[config.mk]
export PLATFORM = sky130hd
export DESIGN_NAME = rv_imm_dec_stage
export DESIGN_NICKNAME = d
export VERILOG_FILES = /design/src/rtl/rv_imm_dec_stage.sv
export SDC_FILE = /design/constraint.sdc
export NUM_CORES = 1
export LEC_CHECK = 0
export BUFFER_PORTS_ARGS = -buffer_cell sky130_fd_sc_hd__buf_2
export CAP_MARGIN = 20
export CORE_MARGIN = 3
export CORE_UTILIZATION = 49
export CTS_CLUSTER_SIZE = 24
export DETAILED_ROUTE_END_ITERATION = 6
export HOLD_SLACK_MARGIN = 0.08
export PLACE_DENSITY = 0.73
export SETUP_SLACK_MARGIN = 0.05
export SLEW_MARGIN = 15
export SYNTH_ARGS = -nofsm -noshare
export SYNTH_HDL_FRONTEND = slang
export SYNTH_SLANG_ARGS = --single-unit
[constraint.sdc]
create_clock -name clk_i -period 1.59 [get_ports clk_i]
set_input_delay 0.2385 -clock clk_i [delete_from_list [all_inputs] [get_ports clk_i]]
set_output_delay 0.2385 -clock clk_i [all_outputs]
set_load 0.005 [all_outputs]
[src/rtl/rv_imm_dec_stage.sv]
// ============================================================================
// Module   : rv_imm_dec_stage
// Brief    : RV32/RV64 immediate decode stage with 2-entry skid buffer
//            and saturating illegal-opcode counter.
// Revision : 1.0
// ============================================================================
`default_nettype none

module rv_imm_dec_stage #(
    parameter int unsigned DATA_WIDTH = 64,
    parameter int unsigned CNT_WIDTH  = 16
) (
    input  logic                  clk_i,
    input  logic                  rst_n_i,
    input  logic                  flush_i,
    input  logic                  in_valid_i,
    output logic                  in_ready_o,
    input  logic [31:0]           in_instr_i,
    output logic                  out_valid_o,
    input  logic                  out_ready_i,
    output logic [31:0]           out_instr_o,
    output logic [DATA_WIDTH-1:0] out_imm_o,
    output logic [2:0]            out_fmt_o,
    output logic                  out_illegal_o,
    output logic [CNT_WIDTH-1:0]  ill_cnt_o
);

    localparam logic [2:0] c_FMT_R = 3'd0;
    localparam logic [2:0] c_FMT_I = 3'd1;
    localparam logic [2:0] c_FMT_S = 3'd2;
    localparam logic [2:0] c_FMT_B = 3'd3;
    localparam logic [2:0] c_FMT_U = 3'd4;
    localparam logic [2:0] c_FMT_J = 3'd5;

    typedef enum logic [1:0] {
        S_EMPTY = 2'd0,
        S_ONE   = 2'd1,
        S_TWO   = 2'd2
    } state_t;

    state_t                  r_state;
    state_t                  w_next;
    logic                    r_in_ready;
    logic [CNT_WIDTH-1:0]    r_cnt;

    logic [31:0]             r_s0_instr;
    logic [DATA_WIDTH-1:0]   r_s0_imm;
    logic [2:0]              r_s0_fmt;
    logic                    r_s0_ill;
    logic [31:0]             r_s1_instr;
    logic [DATA_WIDTH-1:0]   r_s1_imm;
    logic [2:0]              r_s1_fmt;
    logic                    r_s1_ill;

    logic [2:0]              w_fmt;
    logic                    w_illegal;
    logic [31:0]             w_imm32;
    logic [DATA_WIDTH-1:0]   w_imm;

    logic                    w_accept;
    logic                    w_issue;
    logic                    w_load_s0;
    logic                    w_load_s1;
    logic                    w_shift;

    // Opcode classification and 32-bit immediate assembly.
    always_comb begin
        w_fmt     = c_FMT_R;
        w_illegal = 1'b0;
        w_imm32   = 32'd0;
        case (in_instr_i[6:0])
            7'b0000011, 7'b0010011, 7'b0011011, 7'b1100111: w_fmt = c_FMT_I;
            7'b0100011:                                     w_fmt = c_FMT_S;
            7'b1100011:                                     w_fmt = c_FMT_B;
            7'b0110111, 7'b0010111:                         w_fmt = c_FMT_U;
            7'b1101111:                                     w_fmt = c_FMT_J;
            7'b0110011, 7'b0111011:                         w_fmt = c_FMT_R;
            default:                                        w_illegal = 1'b1;
        endcase
        case (w_fmt)
            c_FMT_I: w_imm32 = {{20{in_instr_i[31]}}, in_instr_i[31:20]};
            c_FMT_S: w_imm32 = {{20{in_instr_i[31]}}, in_instr_i[31:25], in_instr_i[11:7]};
            c_FMT_B: w_imm32 = {{19{in_instr_i[31]}}, in_instr_i[31], in_instr_i[7],
                                in_instr_i[30:25], in_instr_i[11:8], 1'b0};
            c_FMT_U: w_imm32 = {in_instr_i[31:12], 12'd0};
            c_FMT_J: w_imm32 = {{11{in_instr_i[31]}}, in_instr_i[31], in_instr_i[19:12],
                                in_instr_i[20], in_instr_i[30:21], 1'b0};
            default: w_imm32 = 32'd0;
        endcase
    end

    assign w_imm = DATA_WIDTH'($signed(w_imm32));

    assign w_accept = in_valid_i & r_in_ready;
    assign w_issue  = (r_state != S_EMPTY) & out_ready_i;

    always_comb begin
        w_next    = r_state;
        w_load_s0 = 1'b0;
        w_load_s1 = 1'b0;
        w_shift   = 1'b0;
        case (r_state)
            S_EMPTY: begin
                if (w_accept) begin
                    w_next    = S_ONE;
                    w_load_s0 = 1'b1;
                end
            end
            S_ONE: begin
                if (w_accept && !w_issue) begin
                    w_next    = S_TWO;
                    w_load_s1 = 1'b1;
                end else if (!w_accept && w_issue) begin
                    w_next    = S_EMPTY;
                end else if (w_accept && w_issue) begin
                    w_load_s0 = 1'b1;
                end
            end
            S_TWO: begin
                if (w_issue) begin
                    w_next  = S_ONE;
                    w_shift = 1'b1;
                end
            end
            default: w_next = S_EMPTY;
        endcase
        // Flush overrides every same-cycle transfer.
        if (flush_i) begin
            w_next    = S_EMPTY;
            w_load_s0 = 1'b0;
            w_load_s1 = 1'b0;
            w_shift   = 1'b0;
        end
    end

    always_ff @(posedge clk_i or negedge rst_n_i) begin
        if (!rst_n_i) begin
            r_state    <= S_EMPTY;
            r_in_ready <= 1'b1;
            r_cnt      <= '0;
            r_s0_instr <= '0;
            r_s0_imm   <= '0;
            r_s0_fmt   <= '0;
            r_s0_ill   <= 1'b0;
            r_s1_instr <= '0;
            r_s1_imm   <= '0;
            r_s1_fmt   <= '0;
            r_s1_ill   <= 1'b0;
        end else begin
            r_state    <= w_next;
            r_in_ready <= (w_next != S_TWO);
            if (w_load_s0) begin
                r_s0_instr <= in_instr_i;
                r_s0_imm   <= w_imm;
                r_s0_fmt   <= w_fmt;
                r_s0_ill   <= w_illegal;
            end else if (w_shift) begin
                r_s0_instr <= r_s1_instr;
                r_s0_imm   <= r_s1_imm;
                r_s0_fmt   <= r_s1_fmt;
                r_s0_ill   <= r_s1_ill;
            end
            if (w_load_s1) begin
                r_s1_instr <= in_instr_i;
                r_s1_imm   <= w_imm;
                r_s1_fmt   <= w_fmt;
                r_s1_ill   <= w_illegal;
            end
            if (w_accept && w_illegal && !flush_i && (r_cnt != '1)) begin
                r_cnt <= r_cnt + CNT_WIDTH'(1);
            end
        end
    end

    assign in_ready_o    = r_in_ready;
    assign out_valid_o   = (r_state != S_EMPTY);
    assign out_instr_o   = r_s0_instr;
    assign out_imm_o     = r_s0_imm;
    assign out_fmt_o     = r_s0_fmt;
    assign out_illegal_o = r_s0_ill;
    assign ill_cnt_o     = r_cnt;

endmodule

`default_nettype wire

==> impl_metrics.toml <==
[grt]
grt_start_max_net_pins = 47
grt_pass1_vias = 6506
grt_usage_pct = 26.8
antenna_found_initial = 0
grt_pass1_wl_mm = 33.9
grt_overflow = 0

[floorplan]
ioPinCount = 155
rows = 43
dieArea_um2 = 15800
die_h_um = 126
die_w_um = 126
start_util_pct = 50.3
core_area_um2 = 14000

[min_path]
hold_path_class = "input port to flop"
holdPathStages = 3
min_from = "in_instr_i[30]"
holdPathEnd = "r_s1_instr[30]$_DFFE_PN0P_"

[timing]
finalSetupTns_ns = -13.15
setup_viol = 147
period_share_pct = 114
rsz0062_at_grt = "true"
setup_ws_ns = -0.215
fmax_ghz = 0.554
worstMarginPinSlew_ns = 0.570
skew_ns = 0.00692
finalMaxSlewViolations = 0
period_minus_slack_ns = 1.80
relSlewSlack_pct = 62.0
hold_viol = 0

[layout]
diodes = 0
layout-drive-gt1-share_pct = 35.5
syn_to_final_growth_pct = 39.8
nets = 1026

[detailed_routing]
routedWlPerCell_um = 18.3
drt_iter0_drc = 599
vias = 6722
via_per_inst = 5.69
detail_route.first_pass.iterations = 5
routed_wl_mm = 21.6
post-route-drc-count = 0
antenna_left = 0

[synth]
synth_edf_count = 0
syn_avg_cell_area_um2 = 9.12
seq_area_frac_synth_pct = 55.1
syn-instance-count = 772
yosys_warnings = 0
ys_async_sr_fraction_pct = 100
synth_nets = 810
synthMostInstantiatedCell = "nand2_1"
netlist_area_um2 = 7040
netlist_top_cells_count = "nand2_1 (212), dfrtp_1 (154), nor2_1 (73)"
synth_area_leaders = "dfrtp_1 (55%), nand2_1 (11%), nor2_1 (3.9%)"
ys_types = 50
synth_top_cell_area_share_pct = 54.7
yosysTopAreaCell = "dfrtp_1"
synth_seq_cells = 155
synth_top_flop_cell = "dfrtp_1"

[placement]
numPortBuffers = 154
place.detailed.hpwl_mm = 13.4
place_congestion = 0.929

[clock_tree]
clockRootBuffer = "clkbuf_16"
clock_latency_ns = 0.43
cts_buffer_depth = 2
clock_sinks = 155
cts_buffers = 17
ctsHtreeMaxLevel = 4
clk_pin_slew_ns = 0.06
cts_tree = "built"

[critical_path]
criticalPathCategory = "flop to flop"
reg2reg_from = "r_state[1]$_DFF_PN0_"
r2r-end = "out_imm_o[12]$_DFFE_PN0P_"
arrival_ns = 2.09
cp-start-kind = "flop"
crit_path_end_kind = "flop"
r2r_cells = 7
worstPathMaxFanout = 8
r2r_setup_slack_ns = -0.21
required_ns = 1.87

[pwr]
intPower_uw = 8260
switchingPower_uw = 3120
ir_drop_mv = 0.859
power_frac_clock_pct = 37.8
switching_share_pct = 27.4
finalPower_uw = 11400
power_frac_seq_pct = 44.7
powerDensity_nw_per_um2 = 1160
p_comb_share_pct = 17.5
p_leak_uw = 0.00493

[run_status]
status = "complete, but fails checks"
failed_checks = "negative setup slack"

[flow_run]
drv_cap = 0
worst max-delay path by stage:
| stage | startpoint | to | depth (start not counted) |
|---|---|---|---|
| global route | in_ready_o$_DFF_PN1_ | out_instr_o[30]$_DFFE_PN0P_ | 5 |
| floorplan | in_ready_o$_DFF_PN1_ | out_imm_o[17]$_DFFE_PN0P_ | 7 |
| detailed placement | in_instr_i[4] | r_s1_imm[19]$_DFFE_PN0P_ | 7 |
| global placement | in_instr_i[3] | ill_cnt_o[2]$_DFFE_PN0P_ | 7 |
| finish | r_state[1]$_DFF_PN0_ | out_imm_o[12]$_DFFE_PN0P_ | 7 |
| CTS | in_ready_o$_DFF_PN1_ | ill_cnt_o[15]$_DFFE_PN0P_ | 6 |
layout by cell type (no fill, tap or decap), types with 5 or more instances in the layout:
master / netlist / layout
a21oi_1: 35 / 29
nand4_1: 15 / 15
nand2_1: 212 / 208
nand3_1: 26 / 26
clkinv_2: 0 / 5
buf_4: 32 / 70
o21ai_0: 30 / 16
a21oi_2: 0 / 6
a32oi_1: 5 / 5
nor2_4: 0 / 7
o21ai_1: 0 / 14
dlygate4sd3_1: 0 / 14
nor2_1: 73 / 67
a22oi_1: 21 / 16
clkbuf_16: 0 / 18
o211ai_1: 8 / 8
and3_1: 15 / 13
dfrtp_1: 154 / 153
o22ai_1: 20 / 18
xor2_1: 12 / 12
a22oi_2: 0 / 5
buf_2: 19 / 152
buf_12: 0 / 15
nor3_4: 0 / 5
buf_6: 2 / 18
worst max-delay path: stages (launching register included):
cell and delay (ns):
dfrtp_1 0.40, nor2b_1 0.29, buf_4 0.18, nand3b_1 0.14, buf_4 0.21, and3_1 0.18
a21oi_1 0.12, o211ai_1 0.14
layer usage:
metal | up-vias | wire length [um] | GRT usage (%)
met5 | - | 0 | 0
met4 | 0 | 578 | 9.65
met3 | 50 | 1950 | 6.32
met2 | 376 | 10100 | 42.0
met1 | 3255 | 8940 | 36.7
li1 | 3041 | - | -
through the flow:
stage	instance area, um2	utilization [%]	worst slack, ns	hold slack [ns]	std cells
2_1_floorplan	7130	-	-0.0821	-0.0571	772
3_3_place_gp	8400	60.1	-0.227	0.164	1105
3_5_place_dp	8400	60.1	-0.306	0.167	1105
4_1_cts	9630	68.9	-0.103	0.0803	1175
5_1_grt	9840	70.4	-0.296	0.102	1181
6_report	9840	70.4	-0.215	0.0945	1181
power groups by stage:
stage	Sequential (uW)	Combinational [uW]	Clock, uW
finish	5090	1990	4300
global route	5160	2230	4490
CTS	5060	1930	4330
detailed placement	5110	1780	0
global placement	5100	1720	0
floorplan	5090	893	0
state kept, by name, indices dropped and copies added (netlist names):
register and flops:
ill_cnt_o 16, in_ready_o 1, out_fmt_o 3, out_illegal_o 1, out_imm_o 32, out_instr_o 32
r_s1_fmt 3, r_s1_ill 1, r_s1_imm 32, r_s1_instr 32, r_state 2
cell families (layout without fill, tap and decap cells):
kind of cell / count (synthesis) / in the layout / synth area share (%)
AND/OR/NAND/NOR: 386 / 387 / 24.1
adder cells (fa/ha/maj): 1 / 1 / 0.178
XOR/XNOR: 12 / 12 / 1.49
flip-flops: 155 / 155 / 55.1
multiplexers: 4 / 4 / 0.622
AO/OA/AOI/OAI: 131 / 132 / 11.8
buffers and inverters: 83 / 310 / 6.68
what timing repair did:
action | CTS | global route
hold endpoints to repair | 114 | 0
gates cloned | 8 | 1
endpoints found under the setup margin | 157 | 155
pin swaps | 18 | 7
setup buffers | 17 | 6
gates resized for setup | 51 | 46
hold buffers | 14 | 0
cell type report:
cell class | instances | area [um2]
well taps | 180 | 225
clock buffers | 20 | 447
multi-input cells | 536 | 3030
flip-flops and latches | 155 | 3880
repair buffers | 275 | 2080
inverters | 3 | 11.3
fillers | 1004 | 4150
clock inverters | 12 | 170
(Power assumes the default switching activity.)
